==> src/rtl/instr_fetch_pkg.sv <==
// Shared fetch/decode definitions: opcodes, instruction classes, fetch FSM states.
package instr_fetch_pkg;

    localparam int XLEN_DEF = 32;
    localparam int ILEN = 32;
    localparam logic [ILEN-1:0] NOP_INSTR = 32'h0000_0013;

    localparam logic [6:0] OPC_LOAD   = 7'b000_0011;
    localparam logic [6:0] OPC_OP_IMM = 7'b001_0011;
    localparam logic [6:0] OPC_AUIPC  = 7'b001_0111;
    localparam logic [6:0] OPC_STORE  = 7'b010_0011;
    localparam logic [6:0] OPC_OP     = 7'b011_0011;
    localparam logic [6:0] OPC_LUI    = 7'b011_0111;
    localparam logic [6:0] OPC_BRANCH = 7'b110_0011;
    localparam logic [6:0] OPC_JALR   = 7'b110_0111;
    localparam logic [6:0] OPC_JAL    = 7'b110_1111;

    typedef enum logic [2:0] {
        IT_R,
        IT_I,
        IT_S,
        IT_B,
        IT_U,
        IT_J
    } instr_type_e;

    typedef enum logic [1:0] {
        ST_IDLE,
        ST_RUN,
        ST_FAULT
    } fetch_state_e;

    function automatic logic is_aligned(input logic [1:0] lsb);
        return lsb == 2'b00;
    endfunction

endpackage

==> src/rtl/instr_fetch_if.sv <==
// Fetch-stage bus: instruction-memory read port plus the decode-side handshake.
interface instr_fetch_if #(
    parameter int XLEN = 32
);
    logic            imem_rd_en;
    logic [XLEN-1:0] imem_addr;
    logic [31:0]     imem_rdata;
    logic            instr_valid;
    logic            instr_ready;
    logic [31:0]     instr_word;
    logic [XLEN-1:0] instr_pc;

    modport master (
        output imem_rd_en,
        output imem_addr,
        input  imem_rdata,
        output instr_valid,
        input  instr_ready,
        output instr_word,
        output instr_pc
    );

    modport slave (
        input  imem_rd_en,
        input  imem_addr,
        output imem_rdata,
        input  instr_valid,
        output instr_ready,
        input  instr_word,
        input  instr_pc
    );
endinterface

==> src/rtl/instr_fetch_fifo.sv <==
// Small synchronous FIFO of {pc, word}; flush beats a same-cycle push.
module instr_fetch_fifo #(
    parameter int W     = 64,
    parameter int DEPTH = 2,
    parameter int CW    = $clog2(DEPTH + 1)
) (
    input  logic          clk,
    input  logic          rst,
    input  logic          flush,
    input  logic          push,
    input  logic [W-1:0]  wdata,
    input  logic          pop,
    output logic [W-1:0]  rdata,
    output logic          empty,
    output logic [CW-1:0] count
);
    localparam int PW = (DEPTH > 1) ? $clog2(DEPTH) : 1;

    logic [W-1:0]  mem_q [DEPTH];
    logic [W-1:0]  mem_d [DEPTH];
    logic [PW-1:0] wr_q, wr_d;
    logic [PW-1:0] rd_q, rd_d;
    logic [CW-1:0] cnt_q, cnt_d;
    logic          full;
    logic          do_pop;

    function automatic logic [PW-1:0] inc(input logic [PW-1:0] p);
        return (p == PW'(DEPTH - 1)) ? '0 : p + 1'b1;
    endfunction

    assign empty  = (cnt_q == '0);
    assign full   = (cnt_q == CW'(DEPTH));
    assign count  = cnt_q;
    assign rdata  = mem_q[rd_q];
    assign do_pop = pop & ~empty;

    always_comb begin
        mem_d = mem_q;
        wr_d  = wr_q;
        rd_d  = rd_q;
        cnt_d = cnt_q;
        if (flush) begin
            wr_d  = '0;
            rd_d  = '0;
            cnt_d = '0;
        end else begin
            if (push) begin
                mem_d[wr_q] = wdata;
                wr_d        = inc(wr_q);
            end
            if (do_pop) begin
                rd_d = inc(rd_q);
            end
            cnt_d = cnt_q + CW'(push) - CW'(do_pop);
        end
    end

    always_ff @(posedge clk) begin
        if (rst) begin
            wr_q  <= '0;
            rd_q  <= '0;
            cnt_q <= '0;
        end else begin
            wr_q  <= wr_d;
            rd_q  <= rd_d;
            cnt_q <= cnt_d;
        end
        mem_q <= mem_d;
    end

    // The issue rule upstream must keep this from ever firing.
    always_ff @(posedge clk) begin
        if (!rst && !flush) begin
            assert (!(push && full && !do_pop));
        end
    end

endmodule

==> src/rtl/instr_fetch.sv <==
// Fetch stage: PC-sequential reads from a 1-cycle imem, buffered and handed to decode.
module instr_fetch
    import instr_fetch_pkg::*;
#(
    parameter int              XLEN       = XLEN_DEF,
    parameter logic [XLEN-1:0] RESET_PC   = '0,
    parameter int              FIFO_DEPTH = 2
) (
    input  logic            clk,
    input  logic            rst,
    input  logic            enable,
    input  logic            redirect_valid,
    input  logic [XLEN-1:0] redirect_pc,
    output logic            fetch_fault,
    instr_fetch_if.master   bus
);
    localparam int CW = $clog2(FIFO_DEPTH + 1);
    localparam int OW = CW + 1;
    localparam int W  = XLEN + ILEN;

    fetch_state_e    state_q, state_d;
    logic [XLEN-1:0] fetch_pc_q, fetch_pc_d;
    logic            inflight_q, inflight_d;
    logic [XLEN-1:0] inflight_pc_q, inflight_pc_d;

    logic            redir_ok;
    logic            redir_bad;
    logic            pop;
    logic            push;
    logic            can_run;
    logic            issue;
    logic [XLEN-1:0] addr;
    logic [OW-1:0]   occ;
    logic [W-1:0]    head;
    logic            empty;
    logic [CW-1:0]   count;
    logic            valid;

    assign redir_ok  = redirect_valid & is_aligned(redirect_pc[1:0]);
    assign redir_bad = redirect_valid & ~redir_ok;
    assign valid     = ~empty & ~redirect_valid;
    assign pop       = valid & bus.instr_ready;
    assign push      = inflight_q & ~redirect_valid;
    assign addr      = redir_ok ? redirect_pc : fetch_pc_q;

    // A redirect empties both the FIFO and the in-flight slot this cycle.
    always_comb begin
        occ = '0;
        if (!redirect_valid) begin
            occ = OW'(count) + OW'(inflight_q) - OW'(pop);
        end
    end

    always_comb begin
        can_run = 1'b0;
        unique case (1'b1)
            (state_q == ST_RUN):   can_run = ~redir_bad;
            (state_q == ST_FAULT): can_run = redir_ok;
            default:               can_run = 1'b0;
        endcase
    end

    assign issue = can_run & enable & (occ < OW'(FIFO_DEPTH));

    always_comb begin
        state_d       = state_q;
        fetch_pc_d    = fetch_pc_q;
        inflight_d    = issue;
        inflight_pc_d = inflight_pc_q;
        unique case (state_q)
            ST_IDLE: begin
                if (redir_bad) state_d = ST_FAULT;
                else if (enable) state_d = ST_RUN;
            end
            ST_RUN: begin
                if (redir_bad) state_d = ST_FAULT;
            end
            ST_FAULT: begin
                if (redir_ok) state_d = ST_RUN;
            end
            default: state_d = ST_IDLE;
        endcase
        if (issue) begin
            fetch_pc_d    = addr + XLEN'(4);
            inflight_pc_d = addr;
        end else if (redir_ok) begin
            fetch_pc_d = redirect_pc;
        end
    end

    always_ff @(posedge clk) begin
        if (rst) begin
            state_q       <= ST_IDLE;
            fetch_pc_q    <= RESET_PC;
            inflight_q    <= 1'b0;
            inflight_pc_q <= '0;
        end else begin
            state_q       <= state_d;
            fetch_pc_q    <= fetch_pc_d;
            inflight_q    <= inflight_d;
            inflight_pc_q <= inflight_pc_d;
        end
    end

    instr_fetch_fifo #(
        .W     (W),
        .DEPTH (FIFO_DEPTH),
        .CW    (CW)
    ) u_fifo (
        .clk   (clk),
        .rst   (rst),
        .flush (redirect_valid),
        .push  (push),
        .wdata ({inflight_pc_q, bus.imem_rdata}),
        .pop   (pop),
        .rdata (head),
        .empty (empty),
        .count (count)
    );

    assign bus.imem_rd_en  = issue;
    assign bus.imem_addr   = addr;
    assign bus.instr_valid = valid;
    assign bus.instr_word  = valid ? head[ILEN-1:0] : NOP_INSTR;
    assign bus.instr_pc    = valid ? head[W-1:ILEN] : '0;
    assign fetch_fault     = (state_q == ST_FAULT) & ~redir_ok;

endmodule

==> src/flat_wrapper.sv <==
// flat-port wrapper written by rule: the top's interface ports become plain ports
module instr_fetch_flat import instr_fetch_pkg::*;
#(
    parameter int              XLEN       = XLEN_DEF,
    parameter logic [XLEN-1:0] RESET_PC   = '0,
    parameter int              FIFO_DEPTH = 2
)
  (clk, rst, enable, redirect_valid, redirect_pc, fetch_fault, bus_imem_rd_en, bus_imem_addr, bus_imem_rdata, bus_instr_valid, bus_instr_ready, bus_instr_word, bus_instr_pc);
  instr_fetch_if #(.XLEN(XLEN)) bus_i ();
  input  logic clk;
  input  logic rst;
  input  logic enable;
  input  logic redirect_valid;
  input  logic [XLEN-1:0] redirect_pc;
  output logic fetch_fault;
  output wire logic [$bits(bus_i.imem_rd_en)-1:0] bus_imem_rd_en;
  output wire logic [$bits(bus_i.imem_addr)-1:0] bus_imem_addr;
  input wire logic [$bits(bus_i.imem_rdata)-1:0] bus_imem_rdata;
  output wire logic [$bits(bus_i.instr_valid)-1:0] bus_instr_valid;
  input wire logic [$bits(bus_i.instr_ready)-1:0] bus_instr_ready;
  output wire logic [$bits(bus_i.instr_word)-1:0] bus_instr_word;
  output wire logic [$bits(bus_i.instr_pc)-1:0] bus_instr_pc;
  assign bus_imem_rd_en = bus_i.imem_rd_en;
  assign bus_imem_addr = bus_i.imem_addr;
  assign bus_i.imem_rdata = bus_imem_rdata;
  assign bus_instr_valid = bus_i.instr_valid;
  assign bus_i.instr_ready = bus_instr_ready;
  assign bus_instr_word = bus_i.instr_word;
  assign bus_instr_pc = bus_i.instr_pc;
  instr_fetch #(.XLEN(XLEN), .RESET_PC(RESET_PC), .FIFO_DEPTH(FIFO_DEPTH)) u_core (.clk(clk), .rst(rst), .enable(enable), .redirect_valid(redirect_valid), .redirect_pc(redirect_pc), .fetch_fault(fetch_fault), .bus(bus_i));
endmodule
==> config.mk <==
export PLATFORM = sky130hd
export DESIGN_NAME = instr_fetch_flat
export DESIGN_NICKNAME = d
export VERILOG_FILES = /design/src/rtl/instr_fetch_pkg.sv /design/src/rtl/instr_fetch_if.sv /design/src/rtl/instr_fetch_fifo.sv /design/src/rtl/instr_fetch.sv /design/src/flat_wrapper.sv
export SDC_FILE = /design/constraint.sdc
export NUM_CORES = 1
export LEC_CHECK = 0
export ABC_AREA = 1
export CAP_MARGIN = 40
export CORE_UTILIZATION = 40
export CTS_CLUSTER_DIAMETER = 50
export DETAILED_ROUTE_END_ITERATION = 7
export PLACE_DENSITY_LB_ADDON = 0.08
export SLEW_MARGIN = 30
export SYNTH_ARGS = -nofsm -noshare
export SYNTH_HDL_FRONTEND = slang
export SYNTH_SLANG_ARGS = --single-unit
==> constraint.sdc <==
create_clock -name clk -period 7 [get_ports clk]
set_input_delay 1.4 -clock clk [delete_from_list [all_inputs] [get_ports clk]]
set_output_delay 1.4 -clock clk [all_outputs]
set_load 0.01 [all_outputs]
==> impl_metrics.json, run 1 <==
{
  "reg2reg_from": "u_core.u_fifo.count[1]",
  "worstRegToRegCells": 16,
  "rr_endpoint": "u_core.fetch_pc_q[22]",
  "p_per_area_nw_per_um2": 219,
  "numCtsBuffers": 17,
  "num_rows": 54,
  "ys_seq_area_share_pct": 57.7,
  "peakVddDrop_mv": 0.164,
  "cts_buffer_depth": 2,
  "cts_tree": "done",
  "max_freq_mhz": 184,
  "hp-start": "u_core.inflight_pc_q[20]",
  "firstDrtPassIters": 5,
  "nets": 1300,
  "io_pins": 168,
  "drv_slew": 0,
  "fp.dieH_um": 153,
  "slew-limit-headroom_pct": 51.7,
  "hold_viol_final": 0,
  "rsz0062_at_grt": "false",
  "synthTopCellsByArea": "edfxtp_1, nand2_1, dfxtp_1",
  "fill_cells": 2087,
  "vias": 7052,
  "synth_top_area_share_pct": 42.1,
  "crit_path_max_incr_delay_ns": 0.57,
  "ys_ff_latch": 199,
  "antenna_found_initial": 0,
  "regArea_um2": 5270,
  "fin_area_um2": 11600,
  "status": "finished clean",
  "netlist_instances": 1077,
  "drc": 0,
  "postCtsSetupRepairBufs": 0,
  "tns_ns": 0,
  "htreeDepth": 4,
  "whs_endpoint": "u_core.u_fifo.mem_q[116]",
  "yosys_warnings": 0,
  "wirelength_um": 21300,
  "grt_usage_pct": 18.9,
  "hpwl_um": 14200,
  "grt_max_degree": 73,
  "cts_hold_buf": 0,
  "cts.sink_count": 199,
  "place_congestion": 0.818,
  "cp_cell_sequence": "clkdlybuf4s50_1, buf_4, nand2_4, inv_1, nand2_1, nand2_1, clkdlybuf4s50_1",
  "p_leak_nw": 4.92,
  "start_util_pct": 41.3,
  "fp.dieW_um": 153,
  "synthDistinctLibCells": 37,
  "final.setup.worst_slack_ns": 1.57,
  "layout_min_cycle_time_ns": 5.43,
  "crit_path_top_delay_cell": "clkdlybuf4s50_1",
  "worstPathArrival_ns": 4.03,
  "critPathCaptureType": "output port",
  "fin_skew_ns": 0.0137,
  "first_global_vias": 6527,
  "multi_input_area_um2": 3110,
  "synth_top_area_cell": "edfxtp_1",
  "avgSynthCellArea_um2": 8.47,
  "io_buffers": 167,
  "pre_cts_ws_ns": 1.58,
  "hold_class": "flop to flop",
  "regToRegSetupSlack_ns": 3.41,
  "final_layout_size_suffix_gt1_share_pct": 5.91,
  "finalSetupViolations": 0,
  "crit_required_ns": 5.60,
  "vias_per_cell": 4.65,
  "core_um2": 22100,
  "die_area_um2": 23400,
  "crit_type": "input pin to output port",
  "syn_area_um2": 9120,
  "min_path_cells": 0,
  "area.growth.synth_to_final_pct": 26.7,
  "diodes": 0,
  "post_cts_resized": 0,
  "cts_root_buf": "clkbuf_16",
  "drt_iter0_drc": 291,
  "finish.utilization_pct": 52.3,
  "max_cap_viol_count": 0,
  "detail-route-antenna-nets": 0,
  "tightestPinTransition_ns": 0.724,
  "dpl-instance-area_um2": 11000,
  "crit_fanout": 53,
  "start_kind": "input pin",
  "clock_latency_ns": 0.43,
  "clk_pin_slew_ns": 0.06,
  "wire_per_inst_um": 14.1,
  "crit_path_start": "redirect_valid",
  "grt_pass1_wl_um": 34500,
  "holdWs_ns": 0.450,
  "period_share_pct": 77.5,
  "synth_nets": 1154,
  "grt_overflow": 0
}
[layout make-up]
type | count | area share (%)
sequential | 199 | 45.6
multi-input combinational | 696 | 26.9
timing repair buffer | 177 | 15.3
inverter | 132 | 4.29
clock buffer | 20 | 3.87
tap | 280 | 3.03
clock inverter | 12 | 1.03
[metal layers]
layer  part of all wire, %  wire, um  vias up  track usage [%]
met5                     0         0        -                0
met4                  0.91       195        0             5.29
met3                   4.3       919       16             3.09
met2                    44      9460      185             29.8
met1                    50     10800     3139             26.9
li1                      -         -     3712                -
[worst max path at each step]
| stage | endpoint | slack [ns] | depth (start not counted) |
|---|---|---|---|
| floorplan | bus_imem_rd_en | 1.94 | 14 |
| global placement | bus_imem_addr[30] | 1.60 | 7 |
| detailed placement | bus_imem_rd_en | 1.58 | 11 |
| CTS | bus_imem_addr[30] | 1.56 | 7 |
| global route | bus_imem_addr[30] | 1.37 | 7 |
| finish | bus_imem_addr[30] | 1.57 | 7 |
[through the flow]
stage          cells  total power, mW
3_5_place_dp    1483             1.62
4_1_cts         1515             2.57
2_1_floorplan   1077             1.51
6_report        1516             2.54
3_3_place_gp    1482             1.62
5_1_grt         1516             2.64
[state kept, by name (all words and copies together) (netlist names)]
name and count:
u_core.fetch_pc_q 32, u_core.inflight_pc_q 32, u_core.inflight_q 1, u_core.state_q 2
u_core.u_fifo.count 2, u_core.u_fifo.mem_q 128, u_core.u_fifo.rd_q 1, u_core.u_fifo.wr_q 1
[cells in the final DEF (no fill, tap or decap), types with 5 or more instances in the layout]
cell type	n
nand2_1	416
clkdlybuf4s50_1	167
inv_1	128
edfxtp_1	128
dfxtp_1	70
nor2_1	66
a21oi_1	52
nand3_1	48
o21ai_0	44
clkbuf_16	17
nand3b_1	12
nand2_2	10
buf_4	8
nor3_1	7
nor2_2	7
ha_1	7
clkinvlp_4	5
[power breakdown]
| part | leakage (nW) | switching [mW] | internal, mW |
|---|---|---|---|
| combinational | 3.00 | 0.160 | 0.115 |
| sequential | 1.66 | 0.0258 | 1.30 |
| clock | 0.262 | 0.428 | 0.506 |
[Yosys cell counts]
cell type / number
a211oi_1: 4
nand3b_1: 12
or2_2: 1
buf_1: 4
nand4_2: 1
nor3_4: 1
or2_1: 1
o21ai_0: 44
nand4_1: 3
clkbuf_1: 20
nand2_1: 416
nor2_2: 7
buf_4: 5
fa_1: 1
buf_8: 1
nor3_1: 7
o21ai_1: 1
ha_1: 7
dfxtp_1: 71
nand2_2: 10
a31oi_1: 2
nor2_4: 2
nor2_1: 68
clkinv_1: 1
nand2_4: 1
inv_2: 1
xnor2_1: 1
inv_1: 130
o21a_1: 1
nand3_2: 2
nand3_1: 48
buf_2: 15
buf_6: 5
nor2_8: 1
edfxtp_1: 128
or3_1: 1
a21oi_1: 53
[cells by family after synthesis]
family          share of synthesized area (%)
flops                                    57.7
compound gates                           5.93
fa+ha+maj                                1.18
xor+xnor                               0.0961
simple gates                             26.6
buf+inv                                  8.44
[worst max-delay path: cells and delay by family]
kind | cells | cell delay, ns
and+or+nand+nor | 3 | 0.66
buffers and inverters | 4 | 1.94
Power figures use the tool's default switching activity.
==> inputs of run 2 (changes only) <==
==> constraint.sdc (replaced) <==
create_clock -name clk -period 4.45 [get_ports clk]
set_input_delay 0.89 -clock clk [delete_from_list [all_inputs] [get_ports clk]]
set_output_delay 0.89 -clock clk [all_outputs]
set_load 0.01 [all_outputs]
==> impl_metrics.json, run 2 (same netlist as run 1, synthesis figures left out) <==
{
  "status": "finished clean",
  "first_global_vias": 6600,
  "wire_per_inst_um": 13.9,
  "area.growth.synth_to_final_pct": 27.6,
  "clock_latency_ns": 0.43,
  "grt_usage_pct": 18.9,
  "io_pins": 168,
  "min_path_cells": 0,
  "p_switching_mw": 0.964,
  "clk_pin_slew_ns": 0.06,
  "final.setup.worst_slack_ns": 0.323,
  "crit_fanout": 3,
  "drt_iter0_drc": 435,
  "grt_max_degree": 73,
  "nets": 1307,
  "critPathCaptureType": "output port",
  "slew-limit-headroom_pct": 50.1,
  "tns_ns": 0,
  "postCtsSetupRepairBufs": 0,
  "grt_pass1_wl_um": 34800,
  "peakVddDrop_mv": 0.227,
  "wirelength_um": 21200,
  "power_frac_seq_pct": 51.8,
  "firstDrtPassIters": 5,
  "layout_min_cycle_time_ns": 4.13,
  "vias": 7169,
  "fp.dieH_um": 153,
  "die_area_um2": 23400,
  "sw_frac_of_total_pct": 23.9,
  "cts.sink_count": 199,
  "diodes": 0,
  "place_congestion": 0.803,
  "max_freq_mhz": 242,
  "cts_tree": "done",
  "crit_type": "input pin to output port",
  "dpl-instance-area_um2": 11100,
  "finalPower_mw": 4.03,
  "fin_skew_ns": 0.0146,
  "fin_area_um2": 11600,
  "internal_power_mw": 3.07,
  "regToRegSetupSlack_ns": 1.29,
  "crit_required_ns": 3.56,
  "holdWs_ns": 0.453,
  "worstRegToRegCells": 16,
  "drc": 0,
  "p_per_area_nw_per_um2": 346,
  "cts_root_buf": "clkbuf_16",
  "antenna_found_initial": 0,
  "finish.utilization_pct": 52.7,
  "clockPowerShare_pct": 37.4,
  "hpwl_um": 14300,
  "cts_buffer_depth": 2,
  "core_um2": 22100,
  "start_kind": "input pin",
  "vias_per_cell": 4.71,
  "drv_slew": 0,
  "reg_top3": "u_core.u_fifo.mem_q x128, u_core.fetch_pc_q x32, u_core.inflight_pc_q x32",
  "hold_viol_final": 0,
  "pre_cts_ws_ns": 0.0344,
  "rsz0062_at_grt": "false",
  "pwr-share-comb_pct": 10.7,
  "dp.cells": 1491,
  "fp.dieW_um": 153,
  "num_rows": 54,
  "worstPathArrival_ns": 3.24,
  "final_layout_size_suffix_gt1_share_pct": 6.36,
  "tightestPinTransition_ns": 0.749,
  "final_cells": 1522,
  "final_cell_mix": "nand2_1, clkdlybuf4s50_1, inv_1, edfxtp_1, dfxtp_1",
  "grt_overflow": 0,
  "max_cap_viol_count": 0,
  "io_buffers": 167,
  "hold_class": "flop to flop",
  "regMostFlops": "u_core.u_fifo.mem_q",
  "start_util_pct": 41.3,
  "p_leak_nw": 4.97,
  "period_share_pct": 92.8,
  "htreeDepth": 4,
  "final_common_cell": "nand2_1",
  "finalSetupViolations": 0,
  "numCtsBuffers": 17,
  "largest_register_ffs": 128,
  "detail-route-antenna-nets": 0
}
==> run 2: cell types whose count changed in the layout (fill, tap and decap cells not counted), sizes merged <==
cell / before / now
clkbuf: 20 / 18
dlymetal6s2s: 0 / 1
buf: 10 / 17
clkinv: 3 / 2
bufinv: 1 / 2
clkdlybuf4s50: 167 / 166
inv: 135 / 136
==> run 2: layout make-up <==
class,count,area (um^2)
Tap cell,280,350
Clock inverter,13,148
Fill cell,2113,10500
Clock buffer,18,429
Timing Repair Buffer,184,1840
Multi-Input combinational cell,696,3110
Sequential cell,199,5270
Inverter,132,495
==> run 2: power by group through the flow <==
stage	Combinational, mW	Clock (mW)	Sequential [mW]
after CTS	0.438	1.55	2.09
after detailed placement	0.433	0	2.13
final	0.433	1.51	2.09
after floorplan	0.254	0	2.11
after global routing	0.490	1.62	2.10
after global placement	0.433	0	2.13
==> run 2: worst max-delay path: stages <==
cell,delay [ns]
clkdlybuf4s50_1,0.46
nand2_1,0.08
inv_1,0.07
ha_1,0.21
nor2_1,0.13
fa_1,0.42
nand2_1,0.08
nand3_1,0.16
nor2_8,0.18
clkdlybuf4s50_1,0.56
==> run 2: worst paths after layout <==
| path | startpoint | to |
|---|---|---|
| setup / recovery | bus_instr_ready | bus_imem_rd_en |
| hold / removal | u_core.inflight_pc_q[8] | u_core.u_fifo.mem_q[104] |
| setup reg to reg | u_core.u_fifo.count[1] | u_core.fetch_pc_q[30] |
| hold reg to reg | u_core.inflight_pc_q[8] | u_core.u_fifo.mem_q[104] |
==> run 2: what timing repair did <==
item | in CTS | in global routing
gates resized for setup | 0 | 1
setup endpoints to repair | 0 | 1
hold buffers | 0 | 0
==> run 2: metal layers <==
metal  part of all wire, %  routed length, um  global-route usage, %  vias to the layer above
li1                      -                  -                      -                     3724
met1                    51              10700                   27.3                     3219
met2                    44               9340                   29.4                      213
met3                   4.3                903                   3.15                       13
met4                  0.79                167                   4.71                        0
met5                     0                  0                      0                        -
